<file path="config.mk">
export PLATFORM = sky130hd
export DESIGN_NAME = pwm_duty_meter_x100
export DESIGN_NICKNAME = d
export VERILOG_FILES = /design/src/rtl/pwm_duty_meter_x100.sv
export SDC_FILE = /design/constraint.sdc
export NUM_CORES = 1
export LEC_CHECK = 0
export CAP_MARGIN = 0
export CELL_PAD_IN_SITES_DETAIL_PLACEMENT = 0
export CELL_PAD_IN_SITES_GLOBAL_PLACEMENT = 1
export CORE_ASPECT_RATIO = 0.8
export CORE_MARGIN = 2
export CORE_UTILIZATION = 49
export DETAILED_ROUTE_END_ITERATION = 16
export GPL_ROUTABILITY_DRIVEN = 0
export PLACE_DENSITY = 0.9
export SYNTH_ARGS = -nofsm -noshare
export SYNTH_HDL_FRONTEND = slang
export SYNTH_SLANG_ARGS = --single-unit
</file>
<file path="constraint.sdc">
create_clock -name clk -period 4.4 [get_ports clk]
set_input_delay 1.1 -clock clk [delete_from_list [all_inputs] [get_ports clk]]
set_output_delay 1.1 -clock clk [all_outputs]
set_load 0.03 [all_outputs]
</file>
<file path="src/rtl/pwm_duty_meter_x100.sv">
// PWM duty-cycle meter: samples a PWM line on a 2^Conf strobe, reports duty 0..100
// per 100-sample frame along with a multi-edge error flag and a two-frame stability flag.
module pwm_duty_meter_x100 (
    input  logic       clk,
    input  logic       rst,
    input  logic       ena,
    input  logic       pwm_in,
    input  logic [2:0] Conf,
    output logic [6:0] npwm,
    output logic       valid,
    output logic       err,
    output logic       stable
);
    logic       r_s1;
    logic       r_s2;
    logic [6:0] r_div;
    logic [6:0] r_tick_cnt;
    logic [6:0] r_high_cnt;
    logic [1:0] r_edge_cnt;
    logic       r_prev;
    logic       r_seeded;
    logic       r_have_prev;
    logic [6:0] r_npwm;
    logic       r_valid;
    logic       r_err;
    logic       r_stable;

    logic [7:0] w_mask_wide;
    logic [6:0] w_mask;
    logic       w_stb;
    logic       w_edge_now;
    logic       w_frame_end;
    logic [6:0] w_npwm_new;
    logic [2:0] w_edge_sum;
    logic       w_err_new;
    logic       w_stable_new;

    assign w_mask_wide  = (8'd1 << Conf) - 8'd1;
    assign w_mask       = w_mask_wide[6:0];
    assign w_stb        = ena && ((r_div & w_mask) == w_mask);
    // The sample taken on this strobe is r_s2; the first one after enable only seeds r_prev.
    assign w_edge_now   = r_seeded && r_s2 && !r_prev;
    assign w_frame_end  = w_stb && (r_tick_cnt == 7'd99);
    assign w_npwm_new   = r_high_cnt + {6'd0, r_s2};
    assign w_edge_sum   = {1'b0, r_edge_cnt} + {2'b00, w_edge_now};
    assign w_err_new    = (w_edge_sum >= 3'd2);
    assign w_stable_new = (w_npwm_new == r_npwm) && !w_err_new && !r_err && r_have_prev;

    always_ff @(posedge clk or negedge rst) begin
        if (!rst) begin
            r_s1 <= 1'b0;
            r_s2 <= 1'b0;
        end else begin
            r_s1 <= pwm_in;
            r_s2 <= r_s1;
        end
    end

    always_ff @(posedge clk or negedge rst) begin
        if (!rst) begin
            r_div <= 7'd0;
        end else if (!ena) begin
            r_div <= 7'd0;
        end else begin
            r_div <= r_div + 7'd1;
        end
    end

    always_ff @(posedge clk or negedge rst) begin
        if (!rst) begin
            r_tick_cnt  <= 7'd0;
            r_high_cnt  <= 7'd0;
            r_edge_cnt  <= 2'd0;
            r_prev      <= 1'b0;
            r_seeded    <= 1'b0;
            r_have_prev <= 1'b0;
        end else if (!ena) begin
            r_tick_cnt  <= 7'd0;
            r_high_cnt  <= 7'd0;
            r_edge_cnt  <= 2'd0;
            r_prev      <= 1'b0;
            r_seeded    <= 1'b0;
            r_have_prev <= 1'b0;
        end else if (w_stb) begin
            r_prev   <= r_s2;
            r_seeded <= 1'b1;
            if (w_frame_end) begin
                r_tick_cnt  <= 7'd0;
                r_high_cnt  <= 7'd0;
                r_edge_cnt  <= 2'd0;
                r_have_prev <= 1'b1;
            end else begin
                r_tick_cnt <= r_tick_cnt + 7'd1;
                r_high_cnt <= w_npwm_new;
                r_edge_cnt <= w_err_new ? 2'd2 : w_edge_sum[1:0];
            end
        end
    end

    always_ff @(posedge clk or negedge rst) begin
        if (!rst) begin
            r_npwm   <= 7'd0;
            r_valid  <= 1'b0;
            r_err    <= 1'b0;
            r_stable <= 1'b0;
        end else begin
            r_valid <= w_frame_end;
            if (w_frame_end) begin
                r_npwm   <= w_npwm_new;
                r_err    <= w_err_new;
                r_stable <= w_stable_new;
            end
        end
    end

    assign npwm   = r_npwm;
    assign valid  = r_valid;
    assign err    = r_err;
    assign stable = r_stable;
endmodule
</file>
* Word level (Yosys, flattened, before mapping) *
Cells that the tools add are included.

storage, ports and cells
  memory bits (read-only) = 0
  RAM bits = 0
  flip-flop bits (word level) = 38
  output and inout port bits = 10
  memories kept = 0
  input bits = 7
  logic and storage cells = 55
  bits in latches = 0

operators by class
  equal/unequal tests = 5
  reductions and logical operators = 11
  muxes and demuxes = 18
  add/sub/neg operators = 5
  divide/modulo/power cells = 0
  bitwise gates (word level) = 1
  $lt $le $gt $ge = 1
  shift operators = 1
  $mul = 0

operators by type and width
  kind                                                               number
  2-to-1 mux 7 bit                                                   7
  adder 7 x 1 -> 7 bit, second input constant                        2
  equality test 7 bit                                                2
  2-to-1 mux 2 bit                                                   4
  adder 7 x 1 -> 7 bit                                               1
  bitwise AND 7 bit                                                  1
  equality test 7 bit, second input constant                         1
  logical AND 1 bit                                                  7
  2-to-1 mux 1 bit                                                   7
  << shifter 1 x 3 -> 7 bit, first input constant                    1
  subtractor 7 x 1 -> 7 bit, second input constant                   1
  != test 2 x 1 -> 1 bit, second input constant                      2
  adder 2 x 1 -> 3 bit                                               1
  greater-or-equal comparator 3 x 2 -> 1 bit, second input constant  1
  logical NOT 1 bit                                                  3
  AND reduction 2 bit                                                1

* Longest topological paths before layout *
  depth in word-level cells = 9
  gate-level depth with buffers = 7
  gate-level depth less buffers = 7

* Worst setup path after synthesis *
OpenSTA, ideal clock, no wires.

  path kind = input to register
  start = input Conf[1]
  end = register r_err (netlist: err)
  library setup time = 0.125 ns
  setup slack = 2.015 ns
  arrival time = 2.260 ns
  required time = 4.275 ns
  stages = 5
  path buffers = 0
  cell sequence = a21boi_0 > o31ai_2 > nand4_4 > clkinv_2 > mux2_2

between the ends
  cells in the longest elaborated chain, start to end = 6

ends and longest elaborated chain
  item                         line  source
  from (decl)                  8     input logic [2:0] Conf,
  << shifter 1 x 3 -> 7 bit *  38    assign w_mask_wide = (8'd1 << Conf) - 8'd1;
  subtractor 7 x 1 -> 7 bit *  38
  bitwise AND 7 bit            40    assign w_stb = ena && ((r_div & w_mask) == w_mask);
  equality test 7 bit *        40
  logical AND 1 bit *          40
  logical AND 1 bit *          43    assign w_frame_end = w_stb && (r_tick_cnt == 7'd99);
  net w_frame_end              32    logic w_frame_end;
  to (signal assigned)         110   r_err <= w_err_new;
  to (decl)                    25    logic r_err;

Mark *: on every way through the listed nets, which the timed path passes. The rest lies on a longest branch.
A chain may end at the register's enable or synchronous reset.

* Worst setup path after layout *
  start = input Conf[1]
  end = register r_tick_cnt[3]

between the ends
  cells in the longest elaborated chain, start to end = 9
  elaborated cells on any way between the ends = 10
  those cells by class = add/sub: 1; eq/ne: 2; shift: 1; mux: 3; bitwise: 1; reduce/logical: 2

ends and longest elaborated chain
  item                         line  source
  << shifter 1 x 3 -> 7 bit *  38
  subtractor 7 x 1 -> 7 bit *  38
  bitwise AND 7 bit            40
  equality test 7 bit *        40
  logical AND 1 bit *          40
  logical AND 1 bit            43
  2-to-1 mux 7 bit             87    if (w_frame_end) begin
  2-to-1 mux 7 bit             84    end else if (w_stb) begin
  2-to-1 mux 7 bit             77    end else if (!ena) begin
  to (signal assigned)         93    r_tick_cnt <= r_tick_cnt + 7'd1;
  to (decl)                    17    logic [6:0] r_tick_cnt;

Mark *: on every way between the ends. The rest lies on a longest branch, timed or not. The select of a mux whose other input is x is not followed.

==> reports/metrics.yaml <==
routing:
  ant_nets: 0
  wl_per_cell_um: 15.3
  post_drt_via_cell_ratio: 5.72
  drc: 0
  dr_total_vias: 1572
  dr.first_iter.drc_count: 94
  drt-total-wl_um: 4200
  first_pass_iters: 4
yosys:
  yosysMostFrequentCell: "dfrtp_1"
  synth_nets: 213
  netlist_area_um2: 2080
  syn_inst: 200
  synth_seq_area_share: 0.458
  synthTopCellsByCount: "dfrtp_1 (38), nand3_1 (15), a21boi_0 (11)"
  synth-edff-count: 0
  ys_seq_elements: 38
  ys_types: 37
  netlist.area_leader.share: 0.458
  async_flop_share: 1.00
  yosysTopAreaCell: "dfrtp_1"
  yosysWarnings: 0
  synth_area_leaders: "dfrtp_1 (46%), xnor2_1 (4.2%), a21boi_0 (4.0%)"
  ys.flop_type: "dfrtp_1"
  avgSynthCellArea_um2: 10.4
timing:
  final-max-slew-violation-count: 0
  hold_violations: 0
  finalCritPeriodShare: 0.672
  finalSetupTns_ns: 0
  worst_clock_skew_ns: 0.00638
  relSlewSlack: 0.415
  fin_crit_ns: 2.96
  max_freq_ghz: 0.338
  rsz0062_at_grt: "false"
  tightest_slew_ns: 0.877
  setup_viol: 0
clock_tree:
  cts_tree: "yes"
  clock_path_buffers: 2
  htreeDepth: 2
  postCtsResizedCells: 0
  cts_root_buf: "clkbuf_8"
  postCtsSetupRepairBufs: 0
  path_clk_slew_ns: 0.08
  cts.sinks: 38
  numCtsBuffers: 5
  clock_latency_ns: 0.30
  hold_buffers: 0
cells_and_area:
  n_antenna_cell: 0
  drive_gt1_frac: 0.115
  syn_to_final_growth_pct: 16.9
  nets: 230
  nFillCells: 372
  final_cells: 275
power:
  peakVddDrop_mv: 0.271
  p_leak_nw: 1.07
  p_per_area_nw_per_um2: 322
placed_design:
  dp.cells: 267
  hpwlAfterDp_um: 2690
  portBuffers: 16
job:
  max-cap-violations: 0
grt:
  grt_usage: 0.200
  grt-ovfl-total: 0
  grt_pass1_wl_um: 7610
  grt_pass1_vias: 1622
  grt_max_degree: 39
  antenna_found_initial: 0
worst_setup_path:
  worstPathMaxFanout: 26
  setup.worst_path.class: "input pin to flop"
  critPathRequiredTime_ns: 4.62
  end_kind: "flop"
  critPathLaunchType: "input pin"
  cp_slowest_stage_delay_ns: 0.75
  crit_chain: "clkdlybuf4s50_1 -> nand2b_1 -> a21boi_0 -> o31a_1 -> o31ai_1 -> a21oi_1"
  cpMaxStageDelayCell: "o31a_1"
  arrival_ns: 3.17
die:
  die_x_um: 76.8
  die_area_um2: 4780
  core_area_um2: 4130
  start_util: 0.503
  die_y_um: 62.2
  rows: 21
  ios: 17
outcome:
  outcome: "completed"
hold_path:
  hp-class: "flop to flop"
final timing paths:
kind / startpoint / endpoint / slack, ns / cells after the start
max reg2reg: r_tick_cnt[0] / npwm[2] / 2.27 / 6
min reg2reg: r_s1 / r_s2 / 0.36 / 0
min: r_s1 / r_s2 / 0.36 / 0
min in group asynchronous: rst / r_high_cnt[6] / 0.92 / 1
max: Conf[1] / r_tick_cnt[3] / 1.44 / 6
max in group asynchronous: rst / r_seeded / 2.94 / 1
metal layers:
metal  track usage  vias up  share of wire
met2         0.308       31           0.45
met3        0.0392        8          0.035
li1              -      768              -
met5             0        -              0
met4        0.0886        0          0.020
met1         0.276      765           0.49
cells by family (layout without fill, tap and decap cells):
kind of cell | count (synthesis) | in the layout | synth area share
flip-flops | 38 | 38 | 0.458
buffers and inverters | 14 | 32 | 0.0307
AO/OA/AOI/OAI | 49 | 49 | 0.162
XOR/XNOR | 17 | 17 | 0.0849
adder cells (fa/ha/maj) | 6 | 6 | 0.0361
AND/OR/NAND/NOR | 69 | 69 | 0.190
multiplexers | 7 | 7 | 0.0380
state kept, by name, indices dropped and copies added (netlist names):
signal       cells
r_s1             1
r_high_cnt       7
r_seeded         1
npwm             7
r_edge_cnt       2
r_s2             1
stable           1
r_have_prev      1
valid            1
r_prev           1
r_tick_cnt       7
r_div            7
err              1
worst max-delay path: cells and delay by family:
family          cells  cell delay [ns]
compound gates      4             1.50
buf+inv             1             0.51
simple gates        1             0.07
stage by stage:
stage / setup WS (ns) / cell area (µm²) / power (mW) / utilization / hold slack, ns
2_1_floorplan: 2.02 / 2080 / 0.397 / - / 0.331
3_3_place_gp: 1.24 / 2290 / 0.421 / 0.554 / 0.336
3_5_place_dp: 1.16 / 2290 / 0.421 / 0.554 / 0.350
4_1_cts: 1.47 / 2430 / 0.793 / 0.589 / 0.368
5_1_grt: 1.18 / 2430 / 0.814 / 0.589 / 0.369
6_report: 1.44 / 2430 / 0.783 / 0.589 / 0.360
power by group:
part           total, mW  leakage (nW)  internal, mW  switching (mW)
Clock              0.369        0.0714         0.242           0.127
Combinational     0.0537         0.475        0.0183          0.0353
Sequential         0.361         0.523         0.354         0.00643
Total              0.783          1.07         0.615           0.169
layout make-up:
type	count	area (µm²)	area share
clock inverters	2	60.1	0.0247
well taps	57	71.3	0.0294
repair buffers	20	185	0.0762
flip-flops and latches	38	951	0.392
inverters	4	16.3	0.00670
multi-input cells	148	1060	0.437
clock buffers	6	82.6	0.0340
cells in the final DEF (no fill, tap or decap), types with 8 or more instances in the layout:
cell,count
a21boi_0,11
and2_1,8
clkdlybuf4s50_1,15
dfrtp_1,38
nand2_1,8
nand3_1,15
nor2_1,8
o21ai_0,10
o31ai_1,10
xnor2_1,10
No activity file was read; power rests on OpenSTA's default activity.
